--- src/rtl/fetch_sequencer.sv ---
// Multi-cycle fetch control: request, capture, classify, then one PC-update strobe per
// instruction. Also owns halt/fault detection and the retired-instruction count.
module fetch_sequencer #(
  parameter int unsigned MAX_WAIT = 15
) (
  input  logic        clk_i,
  input  logic        PCrst_i,
  output logic        imem_req_o,
  input  logic        imem_valid_i,
  input  logic [31:0] instr_i,
  output logic [31:0] instr_o,
  input  logic        br_taken_i,
  input  logic        stall_i,
  output logic        pc_en_o,
  output logic        BE_o,
  output logic        UJE_o,
  output logic        JALRE_o,
  output logic        reg_we_o,
  output logic        halt_o,
  output logic        fault_o,
  output logic [31:0] instret_o,
  output logic [2:0]  dbg_state_o
);

  // Handshake: imem_req_o stays high through FETCH and WAIT; an instruction is accepted
  // on any WAIT cycle where imem_valid_i is high, and instr_i is ignored otherwise.

  localparam logic [6:0] OP_REG    = 7'b0110011;
  localparam logic [6:0] OP_IMM    = 7'b0010011;
  localparam logic [6:0] OP_LOAD   = 7'b0000011;
  localparam logic [6:0] OP_STORE  = 7'b0100011;
  localparam logic [6:0] OP_LUI    = 7'b0110111;
  localparam logic [6:0] OP_AUIPC  = 7'b0010111;
  localparam logic [6:0] OP_BRANCH = 7'b1100011;
  localparam logic [6:0] OP_JAL    = 7'b1101111;
  localparam logic [6:0] OP_JALR   = 7'b1100111;
  localparam logic [6:0] OP_SYSTEM = 7'b1110011;
  localparam logic [7:0] LP_MAX_WAIT = 8'(MAX_WAIT);

  typedef enum logic [2:0] {
    S_IDLE   = 3'd0,
    S_FETCH  = 3'd1,
    S_WAIT   = 3'd2,
    S_DECODE = 3'd3,
    S_EXEC   = 3'd4,
    S_HALT   = 3'd5,
    S_FAULT  = 3'd6
  } state_t;

  state_t      r_state;
  state_t      w_next;
  logic [31:0] r_instr;
  logic [31:0] r_instret;
  logic [7:0]  r_wait_cnt;
  logic        r_halt;
  logic        r_fault;
  logic        w_capture;
  logic        w_clr_wait;
  logic        w_inc_wait;
  logic        w_legal;
  logic [7:0]  w_wait_inc;
  logic [6:0]  w_opcode;

  assign w_opcode   = r_instr[6:0];
  assign w_wait_inc = r_wait_cnt + 8'd1;

  always_comb begin
    w_legal = 1'b0;
    case (w_opcode)
      OP_REG, OP_IMM, OP_LOAD, OP_STORE, OP_LUI,
      OP_AUIPC, OP_BRANCH, OP_JAL, OP_JALR: w_legal = 1'b1;
      default:                              w_legal = 1'b0;
    endcase
  end

  always_ff @(posedge clk_i or negedge PCrst_i) begin
    if (!PCrst_i) begin
      r_state    <= S_IDLE;
      r_instr    <= 32'h0000_0013;
      r_instret  <= 32'd0;
      r_wait_cnt <= 8'd0;
      r_halt     <= 1'b0;
      r_fault    <= 1'b0;
    end else begin
      r_state <= w_next;
      if (w_capture) r_instr <= instr_i;
      if (w_clr_wait) r_wait_cnt <= 8'd0;
      else if (w_inc_wait) r_wait_cnt <= w_wait_inc;
      if (pc_en_o) r_instret <= r_instret + 32'd1;
      if (w_next == S_HALT) r_halt <= 1'b1;
      if (w_next == S_FAULT) r_fault <= 1'b1;
    end
  end

  always_comb begin
    w_next     = r_state;
    w_capture  = 1'b0;
    w_clr_wait = 1'b0;
    w_inc_wait = 1'b0;
    imem_req_o = 1'b0;
    pc_en_o    = 1'b0;
    BE_o       = 1'b0;
    UJE_o      = 1'b0;
    JALRE_o    = 1'b0;
    reg_we_o   = 1'b0;
    case (r_state)
      S_IDLE: w_next = S_FETCH;
      S_FETCH: begin
        imem_req_o = 1'b1;
        w_clr_wait = 1'b1;
        w_next     = S_WAIT;
      end
      S_WAIT: begin
        imem_req_o = 1'b1;
        // Valid beats a coincident timeout.
        if (imem_valid_i) begin
          w_capture = 1'b1;
          w_next    = S_DECODE;
        end else begin
          w_inc_wait = 1'b1;
          if (w_wait_inc == LP_MAX_WAIT) w_next = S_FAULT;
        end
      end
      S_DECODE: begin
        if (w_opcode == OP_SYSTEM) w_next = S_HALT;
        else if (w_legal)          w_next = S_EXEC;
        else                       w_next = S_FAULT;
      end
      S_EXEC: begin
        if (!stall_i) begin
          pc_en_o  = 1'b1;
          w_next   = S_FETCH;
          BE_o     = (w_opcode == OP_BRANCH) && br_taken_i;
          UJE_o    = (w_opcode == OP_JAL);
          JALRE_o  = (w_opcode == OP_JALR);
          reg_we_o = (w_opcode != OP_BRANCH) && (w_opcode != OP_STORE);
        end
      end
      S_HALT:  w_next = S_HALT;
      S_FAULT: w_next = S_FAULT;
      default: w_next = S_FAULT;
    endcase
  end

  assign instr_o     = r_instr;
  assign instret_o   = r_instret;
  assign halt_o      = r_halt;
  assign fault_o     = r_fault;
  assign dbg_state_o = r_state;

endmodule

--- config.mk ---
export PLATFORM = sky130hd
export DESIGN_NAME = fetch_sequencer
export DESIGN_NICKNAME = d
export VERILOG_FILES = /design/src/rtl/fetch_sequencer.sv
export SDC_FILE = /design/constraint.sdc
export NUM_CORES = 1
export LEC_CHECK = 0
export CORE_MARGIN = 5
export CORE_UTILIZATION = 40
export CTS_CLUSTER_DIAMETER = 60
export CTS_CLUSTER_SIZE = 12
export DETAILED_ROUTE_END_ITERATION = 8
export PLACE_DENSITY = 0.7
export SETUP_SLACK_MARGIN = 0.2
export SYNTH_ARGS = -nofsm -noshare
export SYNTH_HDL_FRONTEND = slang
export SYNTH_SLANG_ARGS = --single-unit
--- constraint.sdc ---
create_clock -name clk_i -period 4.6 [get_ports clk_i]
set_input_delay 0.92 -clock clk_i [delete_from_list [all_inputs] [get_ports clk_i]]
set_output_delay 0.92 -clock clk_i [all_outputs]
set_load 0.02 [all_outputs]
==> impl_metrics.yaml, run 1 <==
outcome:
  outcome: "completed"
clocking:
  clkTransAtPathRegs_ns: 0.08
  clk_latency_ns: 0.34
  cts_setup_buffers: 0
  cts-root-buf: "clkbuf_8"
  cts_resized: 0
  cts.sinks: 77
  hold_buffers: 0
  cts_buffers: 9
  cts_tree: "built"
  ctsLongestPathBuffers: 2
  cts_htree_levels: 3
finish:
  final_nets: 464
  final-instance-count-excl-fill: 537
  diodes: 0
  syn_to_final_growth_pct: 40.3
  mostFrequentLayoutCell: "clkdlybuf4s50_1"
  drive_gt1_share_pct: 14.9
  final_cell_mix: "clkdlybuf4s50_1, dfrtp_1, mux2_2, nand2_1, xnor2_1"
  fill_cells: 722
  final-seq-area_mm2: 0.00193
  multi_input_area_mm2: 0.00157
timing:
  period_share_pct: 78.5
  setup_viol: 0
  fin_crit_ns: 3.61
  rsz0062_at_grt: "false"
  tightest_slew_ns: 0.954
  fmax_ghz: 0.277
  hold_slack_ns: 0.457
  finalHoldViolCount: 0
  tns_ns: 0
  clock_skew_ns: 0.0114
  slew_viol_final: 0
  relSlewSlack_pct: 36.4
detailed_routing:
  route.detailed.drc: 0
  routed_wirelength_um: 8430
  vias: 2753
  avgRoutedWirePerCell_um: 15.7
  first_pass_iters: 4
  ant_nets: 0
  drt-vias-per-instance: 5.13
  dr.first_iter.drc_count: 88
setup_path:
  crit_fanout: 9
  crit_required_ns: 3.68
  crit_path_end_kind: "output pin"
  reg2reg_from: "dbg_state_o[0]"
  crit_type: "in2out"
  critPathArrivalTime_ns: 2.69
  cp-startpoint: "stall_i"
  worst_setup_path_start_kind: "primary input"
pwr:
  p_leak_uw: 0.00211
  total_power_uw: 2720
  vdd_drop_max_v: 0.000335
  powerDensity_mw_per_mm2: 545
global_routing:
  antenna_found_initial: 0
  grt_max_degree: 78
  grt_usage_pct: 15.9
  grt_remaining_overflow: 0
  first_global_vias: 2900
  grt_pass1_wl_um: 14400
worst_hold_path:
  min_path_type: "reg2reg"
  hp-start: "halt_o"
logic_synthesis:
  ys.flop_type: "dfrtp_1"
  synthSimpleGateAreaFrac_pct: 17.5
  async_flop_share_pct: 100
  synthAdderAreaFrac_pct: 1.05
  synth_edf_count: 0
  synth-compound-area-share_pct: 7.24
  synth_top_area_share_pct: 52.0
  syn_area_per_cell_um2: 11.5
  synth.area.mux_share_pct: 9.80
  synth_warnings: 0
  synth_area_leader_cell: "dfrtp_1"
  synth_top_family_by_area: "simple AND/OR/NAND/NOR gates"
  synth_area_leaders: "dfrtp_1, mux2_2, xnor2_1"
  syn-num-nets: 349
  synth.distinct_cells: 49
  synthCells: 309
  ys_ff_latch: 77
  syn_area_mm2: 0.00356
  synth_xor_area_share_pct: 8.36
  seq_area_frac_synth_pct: 54.2
flow_run:
  timing.max_cap.violations: 0
floorplan:
  dieHeight_um: 104
  initial_utilization_pct: 40.8
  ios: 112
  dieArea_mm2: 0.0109
  fp.coreArea_mm2: 0.00872
  rows: 34
  die_x_um: 104
place:
  globalplace.congestion: 0.859
  portBuffers: 111
  dp.cells: 521
  hpwl_um: 6050
-- logic make-up (layout without fill, tap and decap cells) --
| family | Yosys count | in the layout |
|---|---|---|
| DFF | 77 | 77 |
| xor gates and xnor gates | 34 | 34 |
| adders and majority gates | 3 | 3 |
| AOI/OAI and AO/OA | 42 | 42 |
| and+or+nand+nor | 107 | 107 |
| buffers and inverters | 15 | 135 |
| muxes | 31 | 31 |
-- layer usage --
| layer | track usage, % | vias up | wire (µm) |
|---|---|---|---|
| met5 | 0 | - | 0 |
| met4 | 5.92 | 0 | 128 |
| met3 | 6.70 | 10 | 763 |
| met2 | 24.5 | 83 | 3870 |
| met1 | 19.8 | 1339 | 3660 |
| li1 | - | 1321 | - |
-- Yosys cell counts, types with 4 or more instances --
library cell / count
o21ai_0: 16
nor3_1: 5
xor2_1: 12
nor2_1: 21
inv_1: 5
and4_1: 5
xnor2_1: 22
a21oi_1: 9
nand4_1: 8
buf_2: 4
dfrtp_1: 74
and3_1: 7
mux2_2: 31
nand3_1: 10
nand2_1: 25
-- per-stage QoR --
step           setup slack, ns  util [%]  area [µm²]
6_report                 0.990      57.3        5000
3_5_place_dp             0.964      54.8        4780
5_1_grt                  0.885      57.3        5000
2_1_floorplan             1.89         -        3560
4_1_cts                  0.958      57.3        5000
3_3_place_gp             0.996      54.8        4780
-- final timing paths --
check	endpoint	slack, ns	cells past startpoint
max	BE_o	0.99	6
min in group asynchronous	instr_o[22]	0.75	1
min reg2reg	halt_o	0.46	1
min	halt_o	0.46	1
max in group asynchronous	instret_o[27]	3.26	1
max reg2reg	instret_o[13]	2.52	7
-- power breakdown --
| group | total (µW) | leakage, µW | switching [µW] | internal (µW) |
|---|---|---|---|---|
| Clock | 556 | 0.000100 | 248 | 308 |
| Sequential | 1090 | 0.000964 | 210 | 877 |
| Combinational | 1080 | 0.00104 | 523 | 555 |
-- worst max-delay path: stages --
cell and delay, ns:
clkdlybuf4s50_1 0.47, nor3_4 0.16, nand2_2 0.14, clkinv_2 0.16, and4_1 0.20, clkdlybuf4s50_1 0.63
-- registers in the layout, summed over array words and instances, names as in the netlist --
signal and count:
r_wait_cnt 8, instret_o 32, fault_o 1, instr_o 32, halt_o 1, dbg_state_o 3
-- cell type report --
| class | instances | share of cell area [%] |
|---|---|---|
| Tap cell | 108 | 2.70 |
| Multi-Input combinational cell | 217 | 31.5 |
| Inverter | 7 | 0.551 |
| Timing Repair Buffer | 112 | 22.3 |
| Clock inverter | 5 | 1.68 |
| Clock buffer | 11 | 2.63 |
| Sequential cell | 77 | 38.6 |
Power figures use the tool's default switching activity.
==> inputs of run 2 (changes only) <==
==> constraint.sdc (replaced) <==
create_clock -name clk_i -period 3.38 [get_ports clk_i]
set_input_delay 0.676 -clock clk_i [delete_from_list [all_inputs] [get_ports clk_i]]
set_output_delay 0.676 -clock clk_i [all_outputs]
set_load 0.02 [all_outputs]
==> run 2 against run 1 <==
Effect of this change: clock skew grew 0.0066 ns; critical path type unchanged; wire length rose by 1.5%; cell count is 0.37% higher.
==> impl_metrics.yaml, run 2 (synthesized netlist as in run 1, its figures left out) <==
outcome:
  outcome: "completed"
floorplan:
  dieHeight_um: 104
  dieArea_mm2: 0.0109
  fp.coreArea_mm2: 0.00872
  initial_utilization_pct: 40.8
  rows: 34
  die_x_um: 104
  ios: 112
clocking:
  cts_htree_levels: 3
  cts.sinks: 77
  ctsLongestPathBuffers: 2
  cts-root-buf: "clkbuf_8"
  clkTransAtPathRegs_ns: 0.09
  cts_setup_buffers: 0
  cts_tree: "built"
  cts_buffers: 9
  clk_latency_ns: 0.35
pwr:
  p_leak_uw: 0.00214
  powerDensity_mw_per_mm2: 734
  p_seq_share_pct: 39.6
  clkPwrFrac_pct: 19.3
  total_power_uw: 3670
  p_comb_share_pct: 41.2
  vdd_drop_max_v: 0.000475
  p_int_uw: 2320
  switchingPower_uw: 1350
  switching_share_pct: 36.7
setup_path:
  worst_setup_path_start_kind: "primary input"
  path_cells: "clkdlybuf4s50_1 > nor3_4 > nand2_2 > clkinv_2 > and4_1 > clkdlybuf4s50_1"
  reg2regPathDepth: 4
  crit_path_end_kind: "output pin"
  reg2reg_from: "dbg_state_o[2]"
  crit_required_ns: 2.70
  ff2ff_setup_slack_ns: 1.32
  crit_type: "in2out"
  crit_fanout: 5
  crit_top_cell: "clkdlybuf4s50_1"
  critPathMaxStageDelay_ns: 0.64
  cp.buffers_inverters: 3
  critPathArrivalTime_ns: 2.36
  crit_slowest_cell: "clkdlybuf4s50_1"
  reg2reg_to: "instr_o[2]"
  critPathTopFamily: "buffers and inverters"
  cp-startpoint: "stall_i"
worst_hold_path:
  min_path_type: "in2async"
global_routing:
  grt_max_degree: 78
  grt_remaining_overflow: 0
  use_met1_pct: 20.8
  grt_usage_pct: 16.1
  use_met2_pct: 23.0
  top_usage_layer: "met2"
  first_global_vias: 2883
  use_met3_pct: 8.63
  grt_pass1_wl_um: 14500
  antenna_found_initial: 0
place:
  globalplace.congestion: 0.853
  portBuffers: 111
  dp.cells: 523
  post-place-ws_ns: 0.346
  hpwl_um: 6090
timing:
  setup_viol: 0
  clock_skew_ns: 0.0179
  slew_viol_final: 0
  relSlewSlack_pct: 35.8
  period_share_pct: 89.7
  fin_crit_ns: 3.03
  rsz0062_at_grt: "false"
  tns_ns: 0
  finalHoldViolCount: 0
  hold_slack_ns: 0.464
  timing.final.ws_setup_ns: 0.347
  tightest_slew_ns: 0.963
  fmax_ghz: 0.330
detailed_routing:
  vias: 2802
  routed_wirelength_um: 8550
  avgRoutedWirePerCell_um: 15.9
  first_pass_iters: 4
  route.detailed.drc: 0
  drt-vias-per-instance: 5.20
  ant_nets: 0
  dr.first_iter.drc_count: 121
finish:
  final_nets: 466
  diodes: 0
  syn_to_final_growth_pct: 40.4
  mostFrequentLayoutCell: "clkdlybuf4s50_1"
  final-instance-count-excl-fill: 539
  fill_cells: 741
  final_cell_mix: "clkdlybuf4s50_1, dfrtp_1, mux2_2, nand2_1, xnor2_1"
  drive_gt1_share_pct: 15.5
flow_run:
  timing.max_cap.violations: 0
-- run 2: cell count changes in the layout (fill, tap and decap cells not counted), sizes merged --
cell           delta
dlymetal6s2s      +1
bufinv            -1
clkdlybuf4s50     -1
clkinv            +2
clkinvlp          -1
buf               +2
-- run 2: how the worst max path moves through the flow --
stage,slack [ns],to,depth (start not counted)
5_1_grt,0.26,BE_o,6
4_1_cts,0.32,JALRE_o,5
6_report,0.35,BE_o,6
3_3_place_gp,0.35,BE_o,6
2_1_floorplan,1.14,JALRE_o,4
3_5_place_dp,0.35,JALRE_o,5
-- run 2: area by class of cell --
type | instances | area (µm²) | area share [%]
timing repair buffer | 114 | 1130 | 22.7
tap | 108 | 135 | 2.70
sequential | 77 | 1930 | 38.6
clock buffer | 11 | 141 | 2.83
clock inverter | 5 | 60.1 | 1.20
multi-input combinational | 217 | 1570 | 31.4
inverter | 7 | 27.5 | 0.551
-- run 2: what timing repair did --
action                                 CTS  global route
gates resized for setup                  0             1
hold buffers                             0             0
setup endpoints to repair                0             1
endpoints found under the hold margin    0             0
-- run 2: per-layer routing --
metal | part of all wire, % | wire, µm
met2 | 44 | 3770
met4 | 2.2 | 187
met3 | 10 | 892
met1 | 43 | 3700
met5 | 0 | 0
-- run 2: power by group through the flow --
stage	Clock (µW)	Combinational [µW]	Sequential (µW)
3_5_place_dp	0	1520	1470
5_1_grt	782	1640	1500
3_3_place_gp	0	1500	1450
6_report	707	1510	1450
4_1_cts	730	1530	1450
2_1_floorplan	0	588	1680
-- run 2: stage by stage --
| step | utilization [%] | cell area [µm²] |
|---|---|---|
| 6_report | 57.3 | 5000 |
| 5_1_grt | 57.3 | 5000 |
| 4_1_cts | 57.3 | 5000 |
| 3_5_place_dp | 55.0 | 4800 |
| 3_3_place_gp | 55.0 | 4800 |
| 2_1_floorplan | - | 3560 |
